## src/rtl/eth_hdr_parser_arbiter.sv

```systemverilog
// Shares one Ethernet header parser between two AXI-Stream ports: round-robin
// frame arbitration, header buffering, bubble-free burst to the parser, tagged result.
//
// state    | meaning
// ---------+----------------------------------------------------------
// IDLE     | no frame owned; arbitrate between s0/s1 requests
// COLLECT  | accept header beats of granted port into the buffer
// DRAIN    | header buffered; consume and discard payload up to tlast
// BURST    | replay buffered header beats to the parser back-to-back
// WAIT_HDR | wait for parser result, bounded by HDR_TIMEOUT cycles
// HOLD     | present tagged header until downstream accepts it
module eth_hdr_parser_arbiter #(
  parameter int HDR_BEATS   = 3,
  parameter int HDR_TIMEOUT = 8,
  parameter int CNT_W       = 16
) (
  input  logic             clk,
  input  logic             clear,
  input  logic [63:0]      s0_tdata,
  input  logic             s0_tvalid,
  input  logic             s0_tlast,
  output logic             s0_tready,
  input  logic [63:0]      s1_tdata,
  input  logic             s1_tvalid,
  input  logic             s1_tlast,
  output logic             s1_tready,
  output logic [63:0]      p_tdata,
  output logic             p_tvalid,
  input  logic             p_valid,
  input  logic [47:0]      p_dst_mac,
  input  logic [47:0]      p_src_mac,
  input  logic [15:0]      p_eth_type,
  output logic             hdr_valid,
  input  logic             hdr_ready,
  output logic             hdr_port,
  output logic [47:0]      hdr_dst_mac,
  output logic [47:0]      hdr_src_mac,
  output logic [15:0]      hdr_eth_type,
  output logic [CNT_W-1:0] runt_cnt,
  output logic [CNT_W-1:0] timeout_cnt
);

  localparam int IW = $clog2(HDR_BEATS);
  localparam int TW = $clog2(HDR_TIMEOUT + 1);

  typedef enum logic [2:0] {IDLE, COLLECT, DRAIN, BURST, WAIT_HDR, HOLD} state_t;

  state_t        state, state_nxt;
  logic          grant, last_grant, grant_nxt;
  logic [IW-1:0] idx;
  logic [TW-1:0] tmo;
  logic [63:0]   hbuf [HDR_BEATS];
  logic [63:0]   g_tdata;
  logic          g_tvalid, g_tlast, g_tready, beat_acc, idx_last;

  always_ff @(posedge clk) begin
    if (clear) state <= IDLE;
    else       state <= state_nxt;
  end

  always_comb begin
    state_nxt = state;
    grant_nxt = (s0_tvalid & s1_tvalid) ? ~last_grant : s1_tvalid;
    g_tdata   = grant ? s1_tdata  : s0_tdata;
    g_tvalid  = grant ? s1_tvalid : s0_tvalid;
    g_tlast   = grant ? s1_tlast  : s0_tlast;
    g_tready  = (state == COLLECT) || (state == DRAIN);
    beat_acc  = g_tready & g_tvalid;
    idx_last  = (idx == IW'(HDR_BEATS - 1));
    s0_tready = g_tready & ~grant;
    s1_tready = g_tready & grant;
    p_tvalid  = (state == BURST);
    p_tdata   = p_tvalid ? hbuf[idx] : '0;
    hdr_valid = (state == HOLD);
    case (state)
      IDLE:     if (s0_tvalid | s1_tvalid) state_nxt = COLLECT;
      COLLECT:  if (beat_acc) begin
                  if (idx_last)     state_nxt = g_tlast ? BURST : DRAIN;
                  else if (g_tlast) state_nxt = IDLE;
                end
      DRAIN:    if (beat_acc && g_tlast) state_nxt = BURST;
      BURST:    if (idx_last) state_nxt = WAIT_HDR;
      WAIT_HDR: if (p_valid) state_nxt = HOLD;
                else if (tmo == '0) state_nxt = IDLE;
      HOLD:     if (hdr_ready) state_nxt = IDLE;
      default:  state_nxt = IDLE;
    endcase
  end

  // idx is the buffer write pointer in COLLECT and the read pointer in BURST
  always_ff @(posedge clk) begin
    if (clear) begin
      grant        <= 1'b0;
      last_grant   <= 1'b1;
      idx          <= '0;
      tmo          <= '0;
      runt_cnt     <= '0;
      timeout_cnt  <= '0;
      hdr_port     <= 1'b0;
      hdr_dst_mac  <= '0;
      hdr_src_mac  <= '0;
      hdr_eth_type <= '0;
    end else begin
      case (state)
        IDLE: if (s0_tvalid | s1_tvalid) begin
          grant      <= grant_nxt;
          last_grant <= grant_nxt;
          idx        <= '0;
        end
        COLLECT: if (beat_acc) begin
          if (idx_last || g_tlast) idx <= '0;
          else                     idx <= idx + 1'b1;
          if (g_tlast && !idx_last && runt_cnt != '1) runt_cnt <= runt_cnt + 1'b1;
        end
        BURST: begin
          idx <= idx_last ? '0 : idx + 1'b1;
          tmo <= TW'(HDR_TIMEOUT - 1);
        end
        WAIT_HDR: begin
          if (p_valid) begin
            hdr_port     <= grant;
            hdr_dst_mac  <= p_dst_mac;
            hdr_src_mac  <= p_src_mac;
            hdr_eth_type <= p_eth_type;
          end else if (tmo == '0) begin
            if (timeout_cnt != '1) timeout_cnt <= timeout_cnt + 1'b1;
          end else begin
            tmo <= tmo - 1'b1;
          end
        end
        default: ;
      endcase
    end
  end

  always_ff @(posedge clk) begin
    if (state == COLLECT && beat_acc) hbuf[idx] <= g_tdata;
  end

endmodule

```

## config.mk

```make
export PLATFORM = sky130hd
export DESIGN_NAME = eth_hdr_parser_arbiter
export DESIGN_NICKNAME = d
export VERILOG_FILES = /design/src/rtl/eth_hdr_parser_arbiter.sv
export SDC_FILE = /design/constraint.sdc
export NUM_CORES = 1
export LEC_CHECK = 0
export ABC_AREA = 1
export CORE_MARGIN = 8
export CORE_UTILIZATION = 30
export CTS_CLUSTER_DIAMETER = 200
export DETAILED_ROUTE_END_ITERATION = 6
export PLACE_DENSITY = 0.58
export RECOVER_POWER = 25
export SYNTH_ARGS = -nofsm -noshare
export SYNTH_HDL_FRONTEND = slang
export SYNTH_SLANG_ARGS = --single-unit
```

## constraint.sdc

```tcl
create_clock -name clk -period 8.5 [get_ports clk]
set_clock_uncertainty 0.15 [all_clocks]
set_input_delay 1.7 -clock clk [delete_from_list [all_inputs] [get_ports clk]]
set_output_delay 1.7 -clock clk [all_outputs]
set_load 0.005 [all_outputs]
```

==> reports/results.ini, run 1 <==
[sta]
max_slew.worst_pin.slew_ps = 1130
fin_setup_tns_ps = 0
rsz0062_at_grt = no
period_needed_ps = 4820
finalHoldViolCount = 0
setup_viol = 0
fmax_mhz = 208
slew_headroom = 0.244
post-route-period-util = 0.567
maxSlewViolCount = 0
worst_slack_ps = 3680

[pwr]
p_sw_frac = 0.288
seqPwrFrac = 0.409
ir_drop_uv = 158
clockPowerShare = 0.368
p_per_area_mw_per_mm2 = 235
power.net_switching_mw = 1.44
power_mw = 5.00
p_leak_nw = 7.47
internal_power_mw = 3.56
p_comb_frac = 0.223

[cts]
cts_tree = done
cts_sinks = 350
post_cts_buffers = 0
cts-resized-gates = 0
clk-insertion-delay-late_ps = 540
ctsHoldBuffers = 0
clockRootBuffer = clkbuf_16
cts_made_buffers = 40
cts_max_level = 2
clockBufferDepth = 3
path_clk_slew_ps = 60

[global_route]
grt_pass1_vias = 13000
grtUsageTotal = 0.164
grt_max_degree = 106
grt_pass1_wl_um = 74700
grt.overflow.total = 0
antenna_found_initial = 0

[detailed_routing]
vias = 12800
drtPass1Iterations = 7
drt-total-wl_um = 48300
post-route-drc-count = 0
vias_per_cell = 4.66
drtIter0Drc = 783
ant_nets = 0
wl_per_cell_um = 17.6

[place]
portBuffers = 460
pre_cts_ws_ps = 4200
dp_hpwl_um = 33700
routabilityCongestion = 0.832

[floorplanning]
die_w_um = 238
core_mm2 = 0.0488
rows = 81
start_util = 0.303
io_pins = 461
die_area_mm2 = 0.0567
die_y_um = 238

[setup_path]
regToRegSetupSlack_ps = 5250
crit_type = flop to output port
crit_path_end_kind = output port
crit_path_start_kind = flop
worstPathRequired_ps = 6650
worstPathMaxFanout = 84
crit_arrival_ps = 2970

[yosys]
synthAdderAreaFrac = 0.00592
synth_top_area_share = 0.390
synth_top_family_by_area = simple AND/OR/NAND/NOR gates
yosys_warnings = 0
synth.area.top_cells = edfxtp_1 39%, dfxtp_1 21%, nand2_1 14%, nand3_1 4.7%, a21oi_1 4.5%
syn-num-nets = 1893
seq_area_frac_synth = 0.604
yosysTopAreaCell = edfxtp_1
synthCells = 1638
syn_area_per_cell_um2 = 9.03
muxShareOfSynthArea = 0
ys_ff_latch = 350
synth-compound-area-share = 0.103
synth_cell_types = 36
synthSimpleGateAreaFrac = 0.232
synth-xor-area-share = 0.00888
netlist_area_mm2 = 0.0148

[cells_and_area]
antenna_cells = 0
fin_nets = 2303
fillerInstances = 4765
syn_to_final_growth_pct = 43.9
final_common_cell = nand2_1
final_cell_mix = 566 x nand2_1, 394 x clkdlybuf4s50_1, 192 x edfxtp_1, 156 x dfxtp_1, 139 x nand3_1
drive_above_1_share = 0.0602

[run_status]
status = finished clean

[flow_run]
drv_cap = 0

[hold_path]
min_path_type = flop to flop

[final timing paths]
kind | startpoint | endpoint | depth (start not counted)
setup / recovery | flop | p_tdata[17] | 5
hold / removal | hdr_src_mac[31] | hdr_src_mac[31] | 2
setup reg to reg | grant | hbuf[1][19] | 7
hold reg to reg | hdr_src_mac[31] | hdr_src_mac[31] | 2
[per-stage QoR]
| stage | utilization | cell area (um2) | std cells | hold WS [ps] |
|---|---|---|---|---|
| after floorplan | - | 14800 | 1638 | 279 |
| after global placement | 0.407 | 19900 | 2670 | 293 |
| after detailed placement | 0.407 | 19900 | 2670 | 303 |
| after CTS | 0.436 | 21300 | 2742 | 310 |
| final | 0.436 | 21300 | 2742 | 307 |
| after global routing | 0.436 | 21300 | 2742 | 325 |
[cell usage after synthesis (all sizes together)]
library cell	number
nand2	581
edfxtp	192
dfxtp	158
nand3	142
a21oi	140
nor2	85
o21ai	74
clkbuf	66
a31oi	64
inv	55
buf	39
nand4	10
xor2	9
ha	7
xnor2	6
nor3	4
clkinv	2
o21bai	2
a211oi	1
o22ai	1
[layout make-up]
| type | instances | area (um2) | share of cell area |
|---|---|---|---|
| clock buffers | 52 | 1090 | 0.0511 |
| clock inverters | 20 | 315 | 0.0148 |
| inverters | 57 | 216 | 0.0102 |
| multi-input cells | 1126 | 5200 | 0.245 |
| flip-flops and latches | 350 | 8930 | 0.420 |
| well taps | 664 | 831 | 0.0390 |
| repair buffers | 473 | 4700 | 0.221 |
[metal layers]
layer	up-vias	share of wire	track usage
met5	-	0	0
met4	0	0.018	0.0398
met3	58	0.11	0.0758
met2	471	0.46	0.268
met1	5919	0.41	0.195
li1	6341	-	-
[power by group through the flow]
stage          clock network (mW)  registers, mW  logic [mW]
6_report                     1.84           2.04        1.11
5_1_grt                      1.96           2.06        1.24
4_1_cts                      1.89           2.04        1.14
3_5_place_dp                    0           2.08        1.14
3_3_place_gp                    0           2.08        1.13
2_1_floorplan                   0           2.07       0.628
[sequential cells by signal, indices dropped and copies added, names as in the netlist, 2 cells and up, named ones only]
signal and cells:
hdr_eth_type 16, hbuf 192, hdr_src_mac 48, idx 2, state 3, timeout_cnt 16
tmo 4, runt_cnt 16, hdr_dst_mac 48
[logic make-up after synthesis]
group,Yosys count
compound gates,282
xor+xnor,15
fa+ha+maj,7
buf+inv,162
flops,350
simple gates,822
[critical path, stage by stage (launching register included)]
cell and delay [ps]:
dfxtp_1 310, clkinv_2 370, buf_4 680, o21ai_0 210, a31oi_1 190, clkdlybuf4s50_1 570
(Power assumes the default switching activity.)
==> inputs of run 2 (changes only) <==
- PLACE_DENSITY: 0.58 -> 0.6
- clock period: 8.5 -> 4.2 ns (I/O delays scaled with it)
==> reports/results.ini, run 2 (synthesis gave the netlist of run 1 again) <==
[detailed_routing]
wl_met3_um = 4970
drt-met1-wl_um = 20000
wl_per_cell_um = 17.5
dr.max_layer_used = met5
ant_nets = 0
post-route-drc-count = 0
drt-total-wl_um = 48100
drtIter0Drc = 677
vias = 13000
met2_length_um = 22100
drtPass1Iterations = 7
vias_per_cell = 4.72

[cts]
path_clk_slew_ps = 60
cts_made_buffers = 39
clockRootBuffer = clkbuf_16
clockBufferDepth = 3
cts_max_level = 2
clk-insertion-delay-late_ps = 540
cts_tree = done
post_cts_buffers = 0
cts_sinks = 350

[cells_and_area]
syn_to_final_growth_pct = 43.8
largest_reg_flops = 192
finalInstanceArea_mm2 = 0.0213
drive_above_1_share = 0.0611
layoutNonFillerInstCount = 2744
fin_nets = 2305
final_common_cell = nand2_1
final_cell_mix = 566 x nand2_1, 457 x clkdlybuf4s50_1, 192 x edfxtp_1, 157 x dfxtp_1, 139 x nand3_1
largest-register = hbuf
fillerInstances = 4686
largestRegisters = hbuf (192), hdr_dst_mac (48), hdr_src_mac (48)

[sta]
whs_ps = 308
slew_headroom = 0.0100
rsz0062_at_grt = no
post-route-period-util = 0.921
fmax_mhz = 258
maxSlewViolCount = 0
worst_slack_ps = 330
period_needed_ps = 3870
max_slew.worst_pin.slew_ps = 1480
setup_viol = 0
finalHoldViolCount = 0

[setup_path]
worstPathMaxFanout = 34
crit_type = flop to output port
crit_path_start_kind = flop
crit_path_end_kind = output port
crit_arrival_ps = 2880
worstPathRequired_ps = 3210

[place]
portBuffers = 460
pre_cts_ws_ps = 820
routabilityCongestion = 0.842
dp.cells = 2673
dp_hpwl_um = 33400
dpl_cell_area_mm2 = 0.0200

[global_route]
grt.overflow.total = 0
grtUsageTotal = 0.163
grt_max_degree = 118
antenna_found_initial = 2
grt_pass1_vias = 12900
grt_pass1_wl_um = 74000

[floorplanning]
start_util = 0.303
core_mm2 = 0.0488
die_area_mm2 = 0.0567
die_w_um = 238
die_y_um = 238
io_pins = 461
rows = 81

[run_status]
violations = capacitance limit
status = finished with violations

[pwr]
power_mw = 9.87
p_per_area_mw_per_mm2 = 464
p_leak_nw = 7.44
ir_drop_uv = 251

[hold_path]
min_path_type = flop to flop

[flow_run]
drv_cap = 1

[run 2: layer usage]
layer | vias to the layer above | GRT usage
li1 | 6354 | -
met1 | 6088 | 0.195
met3 | 60 | 0.0693
met4 | 2 | 0.0437
met5 | - | 0
met2 | 455 | 0.267
[run 2: worst max-delay path, cell delays in order (launching register included)]
cell and delay (ps):
dfxtp_1 360, inv_2 190, nand3_2 160, clkinv_2 320, buf_4 390, o21ai_0 160, a31oi_1 180, clkdlybuf4s50_1 540
[run 2: metrics by stage]
stage / util / TNS (ps)
floorplan: - / -39920
global placement: 0.409 / 0
detailed placement: 0.409 / 0
CTS: 0.436 / 0
global route: 0.435 / 0
finish: 0.435 / 0
[run 2: area by class of cell]
class | count | area, um2 | share of cell area
sequential | 350 | 8930 | 0.420
clock inverter | 14 | 158 | 0.00741
tap | 664 | 831 | 0.0391
timing repair buffer | 476 | 4780 | 0.225
multi-input combinational | 1126 | 5190 | 0.244
inverter | 57 | 218 | 0.0102
clock buffer | 56 | 1150 | 0.0542
antenna | 1 | 2.50 | 0.000118
[run 2: path summary, 6_finish.rpt]
check                                      from         endpoint  slack [ps]  cells past startpoint
worst min register to register  hdr_dst_mac[28]  hdr_dst_mac[28]         310                      2
worst max-delay path                   state[2]      p_tdata[28]         330                      7
worst max register to register         state[1]   hdr_src_mac[6]        1500                      7
worst min-delay path            hdr_dst_mac[28]  hdr_dst_mac[28]         310                      2
[run 2: timing repair]
action / 4_1_cts / 5_1_grt
hold buffers: 0 / 0
setup endpoints to repair: 0 / 1
gates resized for setup: 0 / 1
[run 2: where the power goes]
part | total [mW] | internal, mW | switching, mW | leakage (nW)
clock network | 3.44 | 2.10 | 1.35 | 0.644
logic | 2.30 | 0.893 | 1.40 | 3.78
registers | 4.13 | 4.01 | 0.127 | 3.02
total | 9.87 | 7.00 | 2.88 | 7.44
